## config.mk

```make
export PLATFORM = sky130hd
export DESIGN_NAME = instr_encoder
export DESIGN_NICKNAME = d
export VERILOG_FILES = /design/src/rtl/instr_encoder.sv
export SDC_FILE = /design/constraint.sdc
export NUM_CORES = 1
export LEC_CHECK = 0
export CAP_MARGIN = 20
export CORE_AREA = 2 2 142 144
export DETAILED_ROUTE_END_ITERATION = 16
export DIE_AREA = 0 0 144 146
export GPL_TIMING_DRIVEN = 0
export SETUP_SLACK_MARGIN = 0.02
export SKIP_CTS_REPAIR_TIMING = 1
export SYNTH_ARGS = -nofsm -noshare
export SYNTH_HDL_FRONTEND = slang
export SYNTH_SLANG_ARGS = --single-unit
```

## constraint.sdc

```tcl
create_clock -name clk -period 5.8 [get_ports clk]
set_input_delay 1.16 -clock clk [delete_from_list [all_inputs] [get_ports clk]]
set_output_delay 1.16 -clock clk [all_outputs]
set_load 0.01 [all_outputs]
```

## src/rtl/instr_encoder.sv

```systemverilog
// RV32I field-bundle encoder: packs fields into instruction words and queues
// them, with their word addresses, for the instruction-memory write port.
module instr_encoder #(
    parameter int unsigned DEPTH  = 4,
    parameter int unsigned ADDR_W = 10
) (
    input  logic                     clk,
    input  logic                     rst_n,
    input  logic                     load,
    input  logic [ADDR_W-1:0]        base_addr,
    input  logic                     in_valid,
    output logic                     in_ready,
    input  logic [2:0]               fmt,
    input  logic [6:0]               opcode,
    input  logic [4:0]               rd,
    input  logic [4:0]               rs1,
    input  logic [4:0]               rs2,
    input  logic [2:0]               funct3,
    input  logic [6:0]               funct7,
    input  logic [31:0]              imm,
    output logic                     out_valid,
    input  logic                     out_ready,
    output logic [31:0]              out_instr,
    output logic [ADDR_W-1:0]        out_addr,
    output logic                     err,
    output logic [$clog2(DEPTH):0]   level
);

    localparam int unsigned PTR_W = $clog2(DEPTH);
    localparam int unsigned LVL_W = PTR_W + 1;

    typedef enum logic [2:0] {
        FMT_R = 3'd0,
        FMT_I = 3'd1,
        FMT_S = 3'd2,
        FMT_B = 3'd3,
        FMT_U = 3'd4,
        FMT_J = 3'd5
    } fmt_e;

    logic [31:0]       mem_q [DEPTH];
    logic [31:0]       mem_d [DEPTH];
    logic [PTR_W-1:0]  rd_ptr_q, rd_ptr_d;
    logic [PTR_W-1:0]  wr_ptr_q, wr_ptr_d;
    logic [LVL_W-1:0]  level_q, level_d;
    logic [ADDR_W-1:0] addr_q, addr_d;
    logic              err_q, err_d;

    logic [31:0]       word_c;
    logic              legal_c;
    logic              imm_s12_c;
    logic              imm_s13_c;
    logic              imm_s21_c;
    logic              accept_c;
    logic              pop_c;
    logic              push_c;

    // Sign-extension checks: the upper immediate bits must all match the sign bit.
    assign imm_s12_c = (&imm[31:11]) | ~(|imm[31:11]);
    assign imm_s13_c = (&imm[31:12]) | ~(|imm[31:12]);
    assign imm_s21_c = (&imm[31:20]) | ~(|imm[31:20]);

    // Pack the fields for the requested format and decide whether the immediate fits.
    always_comb begin
        word_c  = 32'd0;
        legal_c = 1'b0;
        case (fmt_e'(fmt))
            FMT_R: begin
                word_c  = {funct7, rs2, rs1, funct3, rd, opcode};
                legal_c = 1'b1;
            end
            FMT_I: begin
                word_c  = {imm[11:0], rs1, funct3, rd, opcode};
                legal_c = imm_s12_c;
            end
            FMT_S: begin
                word_c  = {imm[11:5], rs2, rs1, funct3, imm[4:0], opcode};
                legal_c = imm_s12_c;
            end
            FMT_B: begin
                word_c  = {imm[12], imm[10:5], rs2, rs1, funct3, imm[4:1], imm[11], opcode};
                legal_c = imm_s13_c & ~imm[0];
            end
            FMT_U: begin
                word_c  = {imm[31:12], rd, opcode};
                legal_c = ~(|imm[11:0]);
            end
            FMT_J: begin
                word_c  = {imm[20], imm[10:1], imm[11], imm[19:12], rd, opcode};
                legal_c = imm_s21_c & ~imm[0];
            end
            default: begin
                word_c  = 32'd0;
                legal_c = 1'b0;
            end
        endcase
    end

    // Ready depends only on registered occupancy and load, never on out_ready.
    assign in_ready = ~load & (level_q < LVL_W'(DEPTH));
    assign accept_c = in_valid & in_ready;
    assign push_c   = accept_c & legal_c;
    assign pop_c    = ~load & (level_q != '0) & out_ready;

    // Next-state for the FIFO, address counter and reject pulse; load wins over everything.
    always_comb begin
        mem_d    = mem_q;
        rd_ptr_d = rd_ptr_q;
        wr_ptr_d = wr_ptr_q;
        level_d  = level_q;
        addr_d   = addr_q;
        err_d    = 1'b0;
        if (load) begin
            rd_ptr_d = '0;
            wr_ptr_d = '0;
            level_d  = '0;
            addr_d   = base_addr;
        end else begin
            err_d = accept_c & ~legal_c;
            if (push_c) begin
                mem_d[wr_ptr_q] = word_c;
                wr_ptr_d        = wr_ptr_q + PTR_W'(1);
            end
            if (pop_c) begin
                rd_ptr_d = rd_ptr_q + PTR_W'(1);
                addr_d   = addr_q + ADDR_W'(1);
            end
            level_d = level_q + LVL_W'(push_c) - LVL_W'(pop_c);
        end
    end

    // State registers with asynchronous clear.
    always_ff @(posedge clk or negedge rst_n) begin
        if (!rst_n) begin
            mem_q    <= '{default: '0};
            rd_ptr_q <= '0;
            wr_ptr_q <= '0;
            level_q  <= '0;
            addr_q   <= '0;
            err_q    <= 1'b0;
        end else begin
            mem_q    <= mem_d;
            rd_ptr_q <= rd_ptr_d;
            wr_ptr_q <= wr_ptr_d;
            level_q  <= level_d;
            addr_q   <= addr_d;
            err_q    <= err_d;
        end
    end

    assign out_valid = (level_q != '0);
    assign out_instr = out_valid ? mem_q[rd_ptr_q] : 32'd0;
    assign out_addr  = addr_q;
    assign err       = err_q;
    assign level     = level_q;

endmodule

```

# Yosys cells after proc, flatten, opt, wreduce, memory -nomap -nowiden

Cells that the tools add are included.

Register bits: 146
Input bits: 82

Reductions and logical operators: 14
$add $sub $neg: 5
Bitwise operators: 20
Order comparisons: 4
Mux-type cells: 17
Eq/ne operators: 5

Operator list:

| operator                                                              | number |
|---|---|
| 32-bit one-hot mux with 6 select lines                                | 1 |
| 128-bit bitwise mux                                                   | 1 |
| 32-bit 2-to-1 mux                                                     | 4 |
| 32-bit binary-select mux with 2-bit select                            | 1 |
| 32-bit demux with 2-bit select                                        | 1 |
| 12-bit OR reduction                                                   | 2 |
| 21-bit AND reduction                                                  | 1 |
| 21-bit OR reduction                                                   | 1 |
| 10-bit 2-to-1 mux                                                     | 2 |
| 20-bit AND reduction                                                  | 1 |
| 20-bit OR reduction                                                   | 1 |
| 12-bit AND reduction                                                  | 1 |
| 10-bit by 1-bit adder with 10-bit output, second input constant       | 1 |
| 1-bit bitwise AND                                                     | 8 |
| 2-bit 2-to-1 mux                                                      | 4 |
| 1-bit NOT                                                             | 7 |
| 3-bit by 2-bit equality test with 1-bit output, second input constant | 2 |
| 3-bit equality test, second input constant                            | 2 |
| 3-bit greater-or-equal comparator, second input constant              | 2 |
| 2-bit NOT with 3-bit output                                           | 2 |
| 1-bit one-hot mux with 5 select lines                                 | 1 |
| 2-bit by 1-bit adder with 2-bit output, second input constant         | 2 |
| 2-bit nonzero test                                                    | 2 |
| 3-bit by 1-bit adder with 3-bit output                                | 1 |
| other kinds (12)                                                      | 14 |

# Logic depth before layout (Yosys ltp)

Depth after elaboration: 9
Mapped depth: 13
Mapped depth without buffers: 12

# Least setup slack after synthesis

No wires, ideal clock.

Kind: input to register
Start: input port imm[4]
End: register level_q[2], in the netlist level[2]
Arrival time: 3.433 ns
Required time: 5.668 ns
Path slack: 2.236 ns
Buffers on the path: 0
Setup time: 0.132 ns
Stages on the path: 12
Cell sequence: or4_1 -> o31ai_1 -> a32oi_1 -> o211ai_4 -> nand2_1 -> ha_1 -> inv_1 -> ha_1 -> inv_1 -> fa_1 -> xnor2_1 -> nor2_1

Longest elaborated chain between the ends: 7

RTL lines:

| item                                        | line | RTL |
|---|---|---|
| start: declaration                          | 20   | `input logic [31:0] imm,` |
| 12-bit OR reduction                         | 86   | `legal_c = ~(\|imm[11:0]);` |
| 1-bit NOT                                   | 86   |  |
| 1-bit one-hot mux with 5 select lines       | 67   | `case (fmt_e'(fmt))` |
| 1-bit bitwise AND                           | 102  | `assign push_c = accept_c & legal_c;` |
| 3-bit by 1-bit adder with 3-bit output      | 128  | `level_d = level_q + LVL_W'(push_c) - LVL_W'(pop_c);` |
| 3-bit by 1-bit subtractor with 3-bit output | 128  |  |
| 3-bit 2-to-1 mux                            | 113  | `if (load) begin` |
| net level_d[2]                              | 45   | `logic [LVL_W-1:0] level_q, level_d;` |
| end signal: assignment                      | 145  | `level_q <= level_d;` |
| end: declaration                            | 45   |  |

The timed path passes the listed nets, and every way through them passes these cells.
A chain may end at the register's enable or synchronous reset.

# Worst setup path in the final report

Start: register rd_ptr_q[0]
End: output port out_instr[28]

Longest elaborated chain between the ends: 5

RTL lines:

| item                                                 | line | RTL |
|---|---|---|
| start: declaration                                   | 43   | `logic [PTR_W-1:0] rd_ptr_q, rd_ptr_d;` |
| start signal: assignment                             | 143  | `rd_ptr_q <= rd_ptr_d;` |
| 2-bit NOT with 3-bit output (not written as such)    | 152  | `assign out_instr = out_valid ? mem_q[rd_ptr_q] : 32'd0;` |
| 32-bit binary-select mux with 2-bit select           | 152  |  |
| 32-bit 2-to-1 mux (not written as such) (2 in a row) | 152  |  |
| 32-bit 2-to-1 mux                                    | 152  |  |
| end: declaration                                     | 23   | `output logic [31:0] out_instr,` |

Every way passes these cells. The select of a mux whose other input is x is not followed.

==> results.sh <==
export IMPL_cts_tree="done"
export IMPL_holdPathStages=1
export IMPL_grt_pass1_wl_um=32940
export IMPL_rsz0062_at_grt="false"
export IMPL_dp_hpwl_um=14460
export IMPL_ioPinCount=130
export IMPL_status="finished clean"
export IMPL_hold_path_class="reg2reg"
export IMPL_cpMaxStageDelayCell="buf_1"
export IMPL_clkTransAtPathRegs_ns=0.06
export IMPL_syn_inst=585
export IMPL_internal_power_mw=2.403
export IMPL_sw_frac_of_total=0.2694
export IMPL_num_vias=5270
export IMPL_fin_crit_ns=4.273
export IMPL_reg2reg_from="level[2]"
export IMPL_peakVddDrop_v=0.0002396
export IMPL_yosysTopAreaCell="dfrtp_1"
export IMPL_fin_crit_sh=0.7368
export IMPL_routed_top_layer="met4"
export IMPL_combPwrFrac=0.265
export IMPL_wl_per_cell_um=20.36
export IMPL_p_sw_uw=885.8
export IMPL_ant_nets=0
export IMPL_r2r_cells=11
export IMPL_synth_fp_nets=675
export IMPL_wl_met3_um=1154
export IMPL_place_congestion=0.7952
export IMPL_core_area_sq_um=19330
export IMPL_drv_cap=0
export IMPL_rr_endpoint="level[2]"
export IMPL_synth_cell_types=46
export IMPL_rows=51
export IMPL_met1Wirelength_um=9271
export IMPL_drt_iter0_markers=357
export IMPL_slew_viol_final=0
export IMPL_crit_chain="clkbuf_1, buf_1, mux4_2, and2_1, clkdlybuf4s50_1"
export IMPL_power_density_nw_per_um2=318.9
export IMPL_clock_sinks=146
export IMPL_cp_end_kind="primary output"
export IMPL_holdPathEnd="mem_q[0]"
export IMPL_yosys_area_top_type_share=0.4548
export IMPL_yosysMostFrequentCell="dfrtp_1"
export IMPL_worst_pin_slew_ns=0.8427
export IMPL_p_total_mw=3.289
export IMPL_ff2ff_setup_slack_ns=3.13
export IMPL_worst_setup_path_start_kind="flip-flop"
export IMPL_clockBufferDepth=2
export IMPL_port_buffers=127
export IMPL_synth_warnings=0
export IMPL_synth_commonest_cells="146 x dfrtp_1, 120 x mux2_4, 41 x and2_1, 38 x nand2_1, 32 x mux4_2"
export IMPL_fmax_ghz=0.2340
export IMPL_vias_per_cell=5.223
export IMPL_cp_required_ns=4.64
export IMPL_critPathMaxFanout=10
export IMPL_initial_core_util=0.4155
export IMPL_critPathMaxStageDelay_ns=0.69
export IMPL_postSynth_topFlopCell="dfrtp_1"
export IMPL_numCtsBuffers=17
export IMPL_arrival_ns=3.11
export IMPL_drc=0
export IMPL_die_width_um=144
export IMPL_synthArstFlopShare=1.000
export IMPL_max_slew_margin=0.4382
export IMPL_hold_violations=0
export IMPL_crit_type="reg2out"
export IMPL_power_frac_seq=0.363
export IMPL_grt_max_degree=92
export IMPL_cts_root_buf="clkbuf_16"
export IMPL_seq_area_frac_synth=0.4548
export IMPL_totalWireLength_um=20540
export IMPL_tns_ns=0
export IMPL_insertion_delay_ns=0.43
export IMPL_drt_first_pass_iters=4
export IMPL_diodes=0
export IMPL_grt_total_usage=0.2081
export IMPL_ys_seq_elements=146
export IMPL_synth_cell_area_sq_um=8034
export IMPL_synth_edf_count=0
export IMPL_pwr_share_clk=0.372
export IMPL_synthTopCellsByArea="dfrtp_1 45%, mux2_4 22%, mux4_2 9.0%"
export IMPL_die_h_um=146
export IMPL_met2WireLength_um=9733
export IMPL_syn_avg_cell_area_sq_um=13.73
export IMPL_drive_gt1_frac=0.2930
export IMPL_fp_dieArea_sq_um=21020
export IMPL_fin_worst_skew_ns=0.01024
export IMPL_min_from="mem_q[0]"
export IMPL_antenna_found_initial=0
export IMPL_nets=822
export IMPL_setup_viol=0
export IMPL_grt_pass1_vias=5817
export IMPL_areaGrowthSynthToFinish_pct=28.38
export IMPL_gr_total_overflow=0
export IMPL_htreeDepth=4
export IMPL_n_fill_cell=1640
export IMPL_leakagePower_nw=4.839
==> sequential cells by signal (all words and copies together) (netlist names) <==
signal    cells
level         3
mem_q       128
err           1
out_addr     10
rd_ptr_q      2
wr_ptr_q      2
==> per-stage QoR <==
step	instance area, sq um	instances	hold slack, ns	setup WS [ns]	utilization
6_report	10310	1009	0.5083	1.527	0.5334
5_1_grt	10310	1009	0.5182	1.266	0.5334
4_1_cts	10310	1009	0.5097	1.428	0.5334
3_5_place_dp	9666	978	0.4914	1.184	0.4999
3_3_place_gp	9637	977	0.4851	-2.044	0.4984
2_1_floorplan	8034	585	0.4738	2.236	-
==> critical path, delay by kind of cell, from the launching register on <==
family	cells	cell delay [ns]
buffers and inverters	3	1.58
DFF	1	0.32
muxes	1	0.59
and+or+nand+nor	1	0.19
==> layer usage <==
metal,global-route usage,up-vias
met4,0.07010,0
met2,0.3245,156
met1,0.2847,2692
met5,0,-
li1,-,2396
met3,0.05100,26
==> kinds of logic after synthesis <==
family,count (synthesis),share of synthesized area
xor+xnor,14,0.01526
flops,146,0.4548
buf+inv,50,0.03520
fa+ha+maj,8,0.01339
compound gates,60,0.04688
mux,171,0.3394
simple gates,136,0.09516
==> cell type report <==
class	instances	area, sq um	area share
Buffer	38	237.7	0.02305
Sequential cell	146	3654	0.3542
Timing Repair Buffer	128	1300	0.1260
Clock inverter	12	205.2	0.01990
Clock buffer	19	442.9	0.04295
Multi-Input combinational cell	389	4098	0.3973
Tap cell	265	331.6	0.03215
Inverter	12	45.04	0.004367
==> worst max-delay path by stage <==
stage / startpoint / end / slack [ns] / cells past startpoint
floorplan: imm[4] / level[2] / 2.24 / 12
global placement: rst_n / mem_q[49] / -2.04 / 1
detailed placement: imm[16] / level[2] / 1.18 / 13
CTS: rd_ptr_q[0] / out_instr[30] / 1.43 / 5
global route: rd_ptr_q[0] / out_instr[28] / 1.27 / 5
finish: rd_ptr_q[0] / out_instr[28] / 1.53 / 5
==> power by group through the flow <==
stage / registers (mW) / clock network [mW] / logic (mW)
detailed placement: 1.21 / 0 / 0.886
finish: 1.19 / 1.22 / 0.871
global placement: 1.20 / 0 / 0.872
global route: 1.21 / 1.29 / 0.948
CTS: 1.19 / 1.24 / 0.890
floorplan: 1.19 / 0 / 0.525
==> cell usage in the layout (no fill, tap or decap), types with 9 or more instances in the layout <==
master,instances
mux4_2,32
nor2_1,17
inv_1,12
dfrtp_1,146
clkbuf_1,20
mux2_2,11
xor2_1,9
a21oi_1,10
nand2_1,38
mux2_4,120
o21ai_0,30
and2_1,41
clkdlybuf4s50_1,126
buf_6,13
clkbuf_16,17
(Power assumes the default switching activity.)
